==> config.mk <==
export PLATFORM = sky130hd
export DESIGN_NAME = spi_xmit_queue_flat
export DESIGN_NICKNAME = d
export VERILOG_FILES = /design/src/rtl/spi_xmit_queue_if.sv /design/src/rtl/spi_xmit_queue.sv /design/src/flat_wrapper.sv
export SDC_FILE = /design/constraint.sdc
export NUM_CORES = 1
export LEC_CHECK = 0
export BUFFER_PORTS_ARGS = -buffer_cell sky130_fd_sc_hd__buf_2
export CORE_MARGIN = 5
export CORE_UTILIZATION = 40
export CTS_CLUSTER_SIZE = 8
export DETAILED_ROUTE_END_ITERATION = 7
export PLACE_DENSITY = 0.58
export SLEW_MARGIN = 30
export SYNTH_ARGS = -nofsm -noshare
export SYNTH_HDL_FRONTEND = slang
export SYNTH_SLANG_ARGS = --single-unit
==> constraint.sdc <==
create_clock -name Clk_i -period 2.6 [get_ports Clk_i]
set_input_delay 0.39 -clock Clk_i [delete_from_list [all_inputs] [get_ports Clk_i]]
set_output_delay 0.39 -clock Clk_i [all_outputs]
set_load 0.005 [all_outputs]
==> src/rtl/spi_xmit_queue_if.sv <==
// Bundle of the push-side command bus and the SPI-master-facing outputs of spi_xmit_queue.
// The slave modport is the queue itself; the master modport is whoever pushes and observes it.
interface spi_xmit_queue_if #(
    parameter int DEPTH = 8
);
    localparam int CW = $clog2(DEPTH) + 1;

    logic          Wr_i;
    logic [7:0]    WrData_i;
    logic [1:0]    WrSs_i;
    logic          Flush_i;
    logic          ClrErr_i;
    logic [7:0]    Buf_o;
    logic [1:0]    ss_o;
    logic          Strobe_o;
    logic          Busy_o;
    logic          Full_o;
    logic          Empty_o;
    logic [CW-1:0] Count_o;
    logic          Ovf_o;
    logic          SsErr_o;

    modport slave (
        input  Wr_i, WrData_i, WrSs_i, Flush_i, ClrErr_i,
        output Buf_o, ss_o, Strobe_o, Busy_o, Full_o, Empty_o, Count_o, Ovf_o, SsErr_o
    );

    modport master (
        output Wr_i, WrData_i, WrSs_i, Flush_i, ClrErr_i,
        input  Buf_o, ss_o, Strobe_o, Busy_o, Full_o, Empty_o, Count_o, Ovf_o, SsErr_o
    );
endinterface

==> src/rtl/spi_xmit_queue.sv <==
// FIFO of (byte, slave-select) commands feeding an SPI master that has no busy/done output;
// each entry is presented, strobed once, then followed by a fixed gap covering one 8-bit transfer.
module spi_xmit_queue #(
    parameter int DEPTH      = 8,
    parameter int GAP_CYCLES = 50
) (
    input  logic           Clk_i,
    input  logic           Rst_i,
    spi_xmit_queue_if.slave q_if
);
    localparam int CW = $clog2(DEPTH) + 1;
    localparam int AW = $clog2(DEPTH);
    localparam int GW = (GAP_CYCLES > 1) ? $clog2(GAP_CYCLES) : 1;

    typedef enum logic [1:0] {IDLE, SETUP, STROBE, GAP} state_t;

    state_t          state_q, state_d;
    logic [GW-1:0]   gap_q, gap_d;
    logic [CW-1:0]   count_q, count_d;
    logic [AW-1:0]   wr_ptr_q, wr_ptr_d;
    logic [AW-1:0]   rd_ptr_q, rd_ptr_d;
    logic [7:0]      buf_q;
    logic [1:0]      ss_q;
    logic            strobe_q, strobe_d;
    logic            ovf_q, ovf_d;
    logic            sserr_q, sserr_d;

    logic [9:0]      mem [DEPTH];

    logic            full;
    logic            empty;
    logic            ss_ok;
    logic            accept;
    logic            pop;

    assign full   = (count_q == CW'(DEPTH));
    assign empty  = (count_q == '0);
    assign ss_ok  = (q_if.WrSs_i == 2'b01) || (q_if.WrSs_i == 2'b10);
    assign accept = q_if.Wr_i && !full && ss_ok && !q_if.Flush_i;

    // Pacing FSM: one pop per pass, strobe one cycle after the data settles.
    always_comb begin
        state_d  = state_q;
        gap_d    = gap_q;
        strobe_d = 1'b0;
        pop      = 1'b0;
        case (state_q)
            IDLE: begin
                if (!empty) begin
                    pop     = 1'b1;
                    state_d = SETUP;
                end
            end
            SETUP: begin
                strobe_d = 1'b1;
                state_d  = STROBE;
            end
            STROBE: begin
                gap_d   = GW'(GAP_CYCLES - 1);
                state_d = GAP;
            end
            GAP: begin
                if (gap_q != '0) begin
                    gap_d = gap_q - GW'(1);
                end else begin
                    state_d = IDLE;
                end
            end
            default: state_d = IDLE;
        endcase
    end

    // Flush clears occupancy but leaves the entry already popped into buf_q/ss_q alone.
    always_comb begin
        count_d  = count_q;
        wr_ptr_d = wr_ptr_q;
        rd_ptr_d = rd_ptr_q;
        if (q_if.Flush_i) begin
            count_d  = '0;
            wr_ptr_d = '0;
            rd_ptr_d = '0;
        end else begin
            if (accept) begin
                wr_ptr_d = wr_ptr_q + AW'(1);
            end
            if (pop) begin
                rd_ptr_d = rd_ptr_q + AW'(1);
            end
            count_d = count_q + CW'(accept) - CW'(pop);
        end
    end

    always_comb begin
        ovf_d   = (ovf_q   && !q_if.ClrErr_i) || (q_if.Wr_i && full);
        sserr_d = (sserr_q && !q_if.ClrErr_i) || (q_if.Wr_i && !ss_ok);
    end

    always_ff @(posedge Clk_i) begin
        if (accept) begin
            mem[wr_ptr_q] <= {q_if.WrSs_i, q_if.WrData_i};
        end
    end

    always_ff @(posedge Clk_i or posedge Rst_i) begin
        if (Rst_i) begin
            state_q  <= IDLE;
            gap_q    <= '0;
            count_q  <= '0;
            wr_ptr_q <= '0;
            rd_ptr_q <= '0;
            buf_q    <= '0;
            ss_q     <= '0;
            strobe_q <= 1'b0;
            ovf_q    <= 1'b0;
            sserr_q  <= 1'b0;
        end else begin
            state_q  <= state_d;
            gap_q    <= gap_d;
            count_q  <= count_d;
            wr_ptr_q <= wr_ptr_d;
            rd_ptr_q <= rd_ptr_d;
            strobe_q <= strobe_d;
            ovf_q    <= ovf_d;
            sserr_q  <= sserr_d;
            if (pop) begin
                buf_q <= mem[rd_ptr_q][7:0];
                ss_q  <= mem[rd_ptr_q][9:8];
            end
        end
    end

    assign q_if.Buf_o    = buf_q;
    assign q_if.ss_o     = ss_q;
    assign q_if.Strobe_o = strobe_q;
    assign q_if.Busy_o   = (state_q != IDLE);
    assign q_if.Full_o   = full;
    assign q_if.Empty_o  = empty;
    assign q_if.Count_o  = count_q;
    assign q_if.Ovf_o    = ovf_q;
    assign q_if.SsErr_o  = sserr_q;
endmodule

==> src/flat_wrapper.sv <==
// flat-port wrapper written by rule: the top's interface ports become plain ports
module spi_xmit_queue_flat 
#(
    parameter int DEPTH      = 8,
    parameter int GAP_CYCLES = 50
)
  (Clk_i, Rst_i, q_if_Wr_i, q_if_WrData_i, q_if_WrSs_i, q_if_Flush_i, q_if_ClrErr_i, q_if_Buf_o, q_if_ss_o, q_if_Strobe_o, q_if_Busy_o, q_if_Full_o, q_if_Empty_o, q_if_Count_o, q_if_Ovf_o, q_if_SsErr_o);
  spi_xmit_queue_if #(.DEPTH(DEPTH)) q_if_i ();
  input  logic Clk_i;
  input  logic Rst_i;
  input wire logic [$bits(q_if_i.Wr_i)-1:0] q_if_Wr_i;
  input wire logic [$bits(q_if_i.WrData_i)-1:0] q_if_WrData_i;
  input wire logic [$bits(q_if_i.WrSs_i)-1:0] q_if_WrSs_i;
  input wire logic [$bits(q_if_i.Flush_i)-1:0] q_if_Flush_i;
  input wire logic [$bits(q_if_i.ClrErr_i)-1:0] q_if_ClrErr_i;
  output wire logic [$bits(q_if_i.Buf_o)-1:0] q_if_Buf_o;
  output wire logic [$bits(q_if_i.ss_o)-1:0] q_if_ss_o;
  output wire logic [$bits(q_if_i.Strobe_o)-1:0] q_if_Strobe_o;
  output wire logic [$bits(q_if_i.Busy_o)-1:0] q_if_Busy_o;
  output wire logic [$bits(q_if_i.Full_o)-1:0] q_if_Full_o;
  output wire logic [$bits(q_if_i.Empty_o)-1:0] q_if_Empty_o;
  output wire logic [$bits(q_if_i.Count_o)-1:0] q_if_Count_o;
  output wire logic [$bits(q_if_i.Ovf_o)-1:0] q_if_Ovf_o;
  output wire logic [$bits(q_if_i.SsErr_o)-1:0] q_if_SsErr_o;
  assign q_if_i.Wr_i = q_if_Wr_i;
  assign q_if_i.WrData_i = q_if_WrData_i;
  assign q_if_i.WrSs_i = q_if_WrSs_i;
  assign q_if_i.Flush_i = q_if_Flush_i;
  assign q_if_i.ClrErr_i = q_if_ClrErr_i;
  assign q_if_Buf_o = q_if_i.Buf_o;
  assign q_if_ss_o = q_if_i.ss_o;
  assign q_if_Strobe_o = q_if_i.Strobe_o;
  assign q_if_Busy_o = q_if_i.Busy_o;
  assign q_if_Full_o = q_if_i.Full_o;
  assign q_if_Empty_o = q_if_i.Empty_o;
  assign q_if_Count_o = q_if_i.Count_o;
  assign q_if_Ovf_o = q_if_i.Ovf_o;
  assign q_if_SsErr_o = q_if_i.SsErr_o;
  spi_xmit_queue #(.DEPTH(DEPTH), .GAP_CYCLES(GAP_CYCLES)) u_core (.Clk_i(Clk_i), .Rst_i(Rst_i), .q_if(q_if_i));
endmodule
==> results.cfg <==
[outcome]
status = finished clean

[clocking]
cts_sinks = 111
post_cts_buffers = 0
cts_hold_buf = 0
clk_pin_slew_ns = 0.07
htreeDepth = 3
clk_latency_ns = 0.35
root_buffer = clkbuf_16
cts_tree = yes
ctsResizeCount = 0
cts-buffers-inserted = 9
cts_buffer_depth = 2

[routing]
ant_nets = 0
first_iter_violations = 129
viasPerCell = 4.95
vias = 2581
drc_errors = 0
dr.pass1.iters = 4
wire_per_inst_um = 16.8
routed_wl_um = 8740

[setup_path]
critical_path.top_delay_family = adder cells
crit_type = flip-flop to flip-flop
cpMostUsedCell = ha_1
worstPathRequired_ns = 2.83
cp-end-kind = flip-flop
max_stage_delay_ns = 0.39
cp-start-kind = flip-flop
critPathMaxFanout = 3
path_cells = inv_1 > ha_1 > or3b_1 > nand2_1 > inv_2 > ha_1 > inv_1 > ha_1 > fa_1 > xnor2_1 > nor2_1
crit_buf_inv = 3
slowest_stage = or3b_1
worst_ep_arrival_time_ns = 2.65

[power]
p_int_w = 0.00349
pwr-share-seq_pct = 44.9
netSwitchingPower_w = 0.00162
p_total_w = 0.00511
power_density_nw_per_um2 = 949
p_leak_nw = 2.04
swShare_pct = 31.7
vdd_drop_max_uv = 573
power.share.clock_pct = 25.8
power_frac_comb_pct = 29.3

[floorplan]
die_x_um = 118
fp.coreArea_um2 = 11400
start_util_pct = 40.8
dieArea_um2 = 13900
die_y_um = 118
io_pins = 35
fp-row-count = 39

[synthesis]
synth_top_cell_by_area = edfxtp_1
yosysUniqueCellTypes = 40
synthArstFlopShare_pct = 27.9
netlist_instances = 323
synth_top_flop_cell = edfxtp_1
synthesis.area_um2 = 4660
syn-num-nets = 354
yosysTopAreaCellShare_pct = 51.5
syn_avg_cell_area_um2 = 14.4
synth.area.top_cells = edfxtp_1 (52%), dfrtp_1 (17%), mux2i_1 (9.2%)
synth_edf_count = 80
ys_ff_latch = 111
netlist_top_cells_count = edfxtp_1 (80), mux2i_1 (43), dfrtp_1 (31)
ys_seq_area_share_pct = 68.2
synth.most_common_cell = edfxtp_1
synth_warnings = 0

[placed_design]
place_inst = 505
placed_cell_area_um2 = 5100
gp_congestion = 0.782
io_buffers = 34
dp_hpwl_um = 5880

[grt]
busiest_layer = met2
antenna_found_initial = 0
grt_pass1_vias = 2663
met1_usage_pct = 16.4
met2_usage_pct = 22.7
use_met3_pct = 4.13
grt-ovfl-total = 0
grt_start_max_net_pins = 32
grtUsageTotal_pct = 13.4
grt_pass1_wl_um = 14500

[timing]
fmaxAchievable_mhz = 414
fin_skew_ns = 0.0107
relSlewSlack_pct = 65.6
fin_crit_sh_pct = 93.0
rsz0062_at_grt = no
hold_viol_final = 0
layout_min_cycle_time_ns = 2.42
drv_slew = 0
hold_ws_ns = 0.117
worst_pin_slew_ns = 0.515
setup_violations = 0
fin_tns_setup_ns = 0

[min_path]
hold_path.class = primary input to asynchronous set/reset pin

[final_layout]
syn2layout_area_growth_pct = 15.5
layoutNonFillerInstCount = 521
n_antenna_cell = 0
postLayoutCellArea_um2 = 5380
fin_nets = 404
drive_gt1_share_pct = 19.3
fillerInstances = 1023

[flow_run]
cap_violations = 0
## area by class of cell
| cell class | count | area (µm²) | area share [%] |
|---|---|---|---|
| clock buffer | 10 | 229 | 4.25 |
| multi-input combinational | 183 | 1370 | 25.4 |
| clock inverter | 6 | 56.3 | 1.05 |
| tap | 143 | 179 | 3.32 |
| timing repair buffer | 50 | 303 | 5.62 |
| sequential | 111 | 3180 | 59.1 |
| inverter | 18 | 67.6 | 1.25 |
## power by group through the flow
| stage | Clock (W) | Combinational, W | Sequential [W] |
|---|---|---|---|
| finish | 0.00132 | 0.00150 | 0.00229 |
| global route | 0.00143 | 0.00171 | 0.00232 |
| CTS | 0.00138 | 0.00153 | 0.00230 |
| detailed placement | 0 | 0.00152 | 0.00233 |
| global placement | 0 | 0.00148 | 0.00232 |
| floorplan | 0 | 0.00109 | 0.00226 |
## kinds of logic (layout without fill, tap and decap cells)
| family | count (synthesis) | in the layout | share of synthesized area, % |
|---|---|---|---|
| DFF | 111 | 111 | 68.2 |
| muxes | 44 | 44 | 9.47 |
| buffers and inverters | 29 | 84 | 2.44 |
| adders and majority gates | 16 | 16 | 4.46 |
| AOI/OAI and AO/OA | 34 | 34 | 5.66 |
| and+or+nand+nor | 82 | 82 | 8.48 |
| xor gates and xnor gates | 7 | 7 | 1.32 |
## through the flow
| step | util (%) | setup WS (ns) |
|---|---|---|
| 6_report | 47.2 | 0.182 |
| 5_1_grt | 47.2 | 0.00248 |
| 4_1_cts | 47.2 | 0.166 |
| 3_5_place_dp | 44.7 | 0.181 |
| 3_3_place_gp | 44.7 | 0.239 |
| 2_1_floorplan | - | 0.0329 |
## registers in the layout, summed over array words and instances (netlist names)
name,flops
u_core.state_q,2
u_core.gap_q,6
u_core.q_if.Ovf_o,1
u_core.wr_ptr_q,3
u_core.q_if.ss_o,2
u_core.q_if.Count_o,4
u_core.q_if.Buf_o,8
u_core.q_if.Strobe_o,1
u_core.mem,80
u_core.rd_ptr_q,3
u_core.q_if.SsErr_o,1
## routing by layer
metal	part of all wire (%)	vias up	wire length, µm
li1	-	1280	-
met1	44	1256	3820
met2	52	34	4510
met3	3.4	11	301
met4	1.3	0	110
met5	0	-	0
## path summary, 6_finish.rpt
path                            slack [ns]                    from                      to  cells after the start
worst max-delay path                  0.18  u_core.q_if.Count_o[2]  u_core.q_if.Count_o[2]                     11
worst min-delay path                  0.12                   Rst_i    u_core.q_if.Buf_o[1]                      3
worst max register to register        0.18  u_core.q_if.Count_o[2]  u_core.q_if.Count_o[2]                     11
worst min register to register        0.48    u_core.q_if.Buf_o[2]    u_core.q_if.Buf_o[2]                      2
max in group asynchronous             2.17                   Rst_i      u_core.rd_ptr_q[0]                      3
min in group Clk_i                    0.22           q_if_ClrErr_i       u_core.q_if.Ovf_o                      2
## placed cells by master, fill, tap and decap left out, types with 3 or more instances in the layout
cell type / n
a21oi_1: 5
a22oi_1: 20
buf_2: 34
buf_4: 15
clkbuf_16: 9
dfrtp_1: 30
edfxtp_1: 80
ha_1: 15
inv_1: 16
inv_6: 3
mux2i_1: 43
nand2_1: 28
nand3_1: 12
nor2_1: 15
nor2b_1: 5
nor3_1: 7
xnor2_1: 3
xor2_1: 4
## worst reg2reg max path, stage by stage (launching register included)
cell	delay, ns
dfrtp_1	0.38
inv_1	0.10
ha_1	0.14
or3b_1	0.39
nand2_1	0.12
inv_2	0.04
ha_1	0.26
inv_1	0.04
ha_1	0.21
fa_1	0.38
xnor2_1	0.17
nor2_1	0.06
Note: power is estimated with default switching activity, not from simulation.
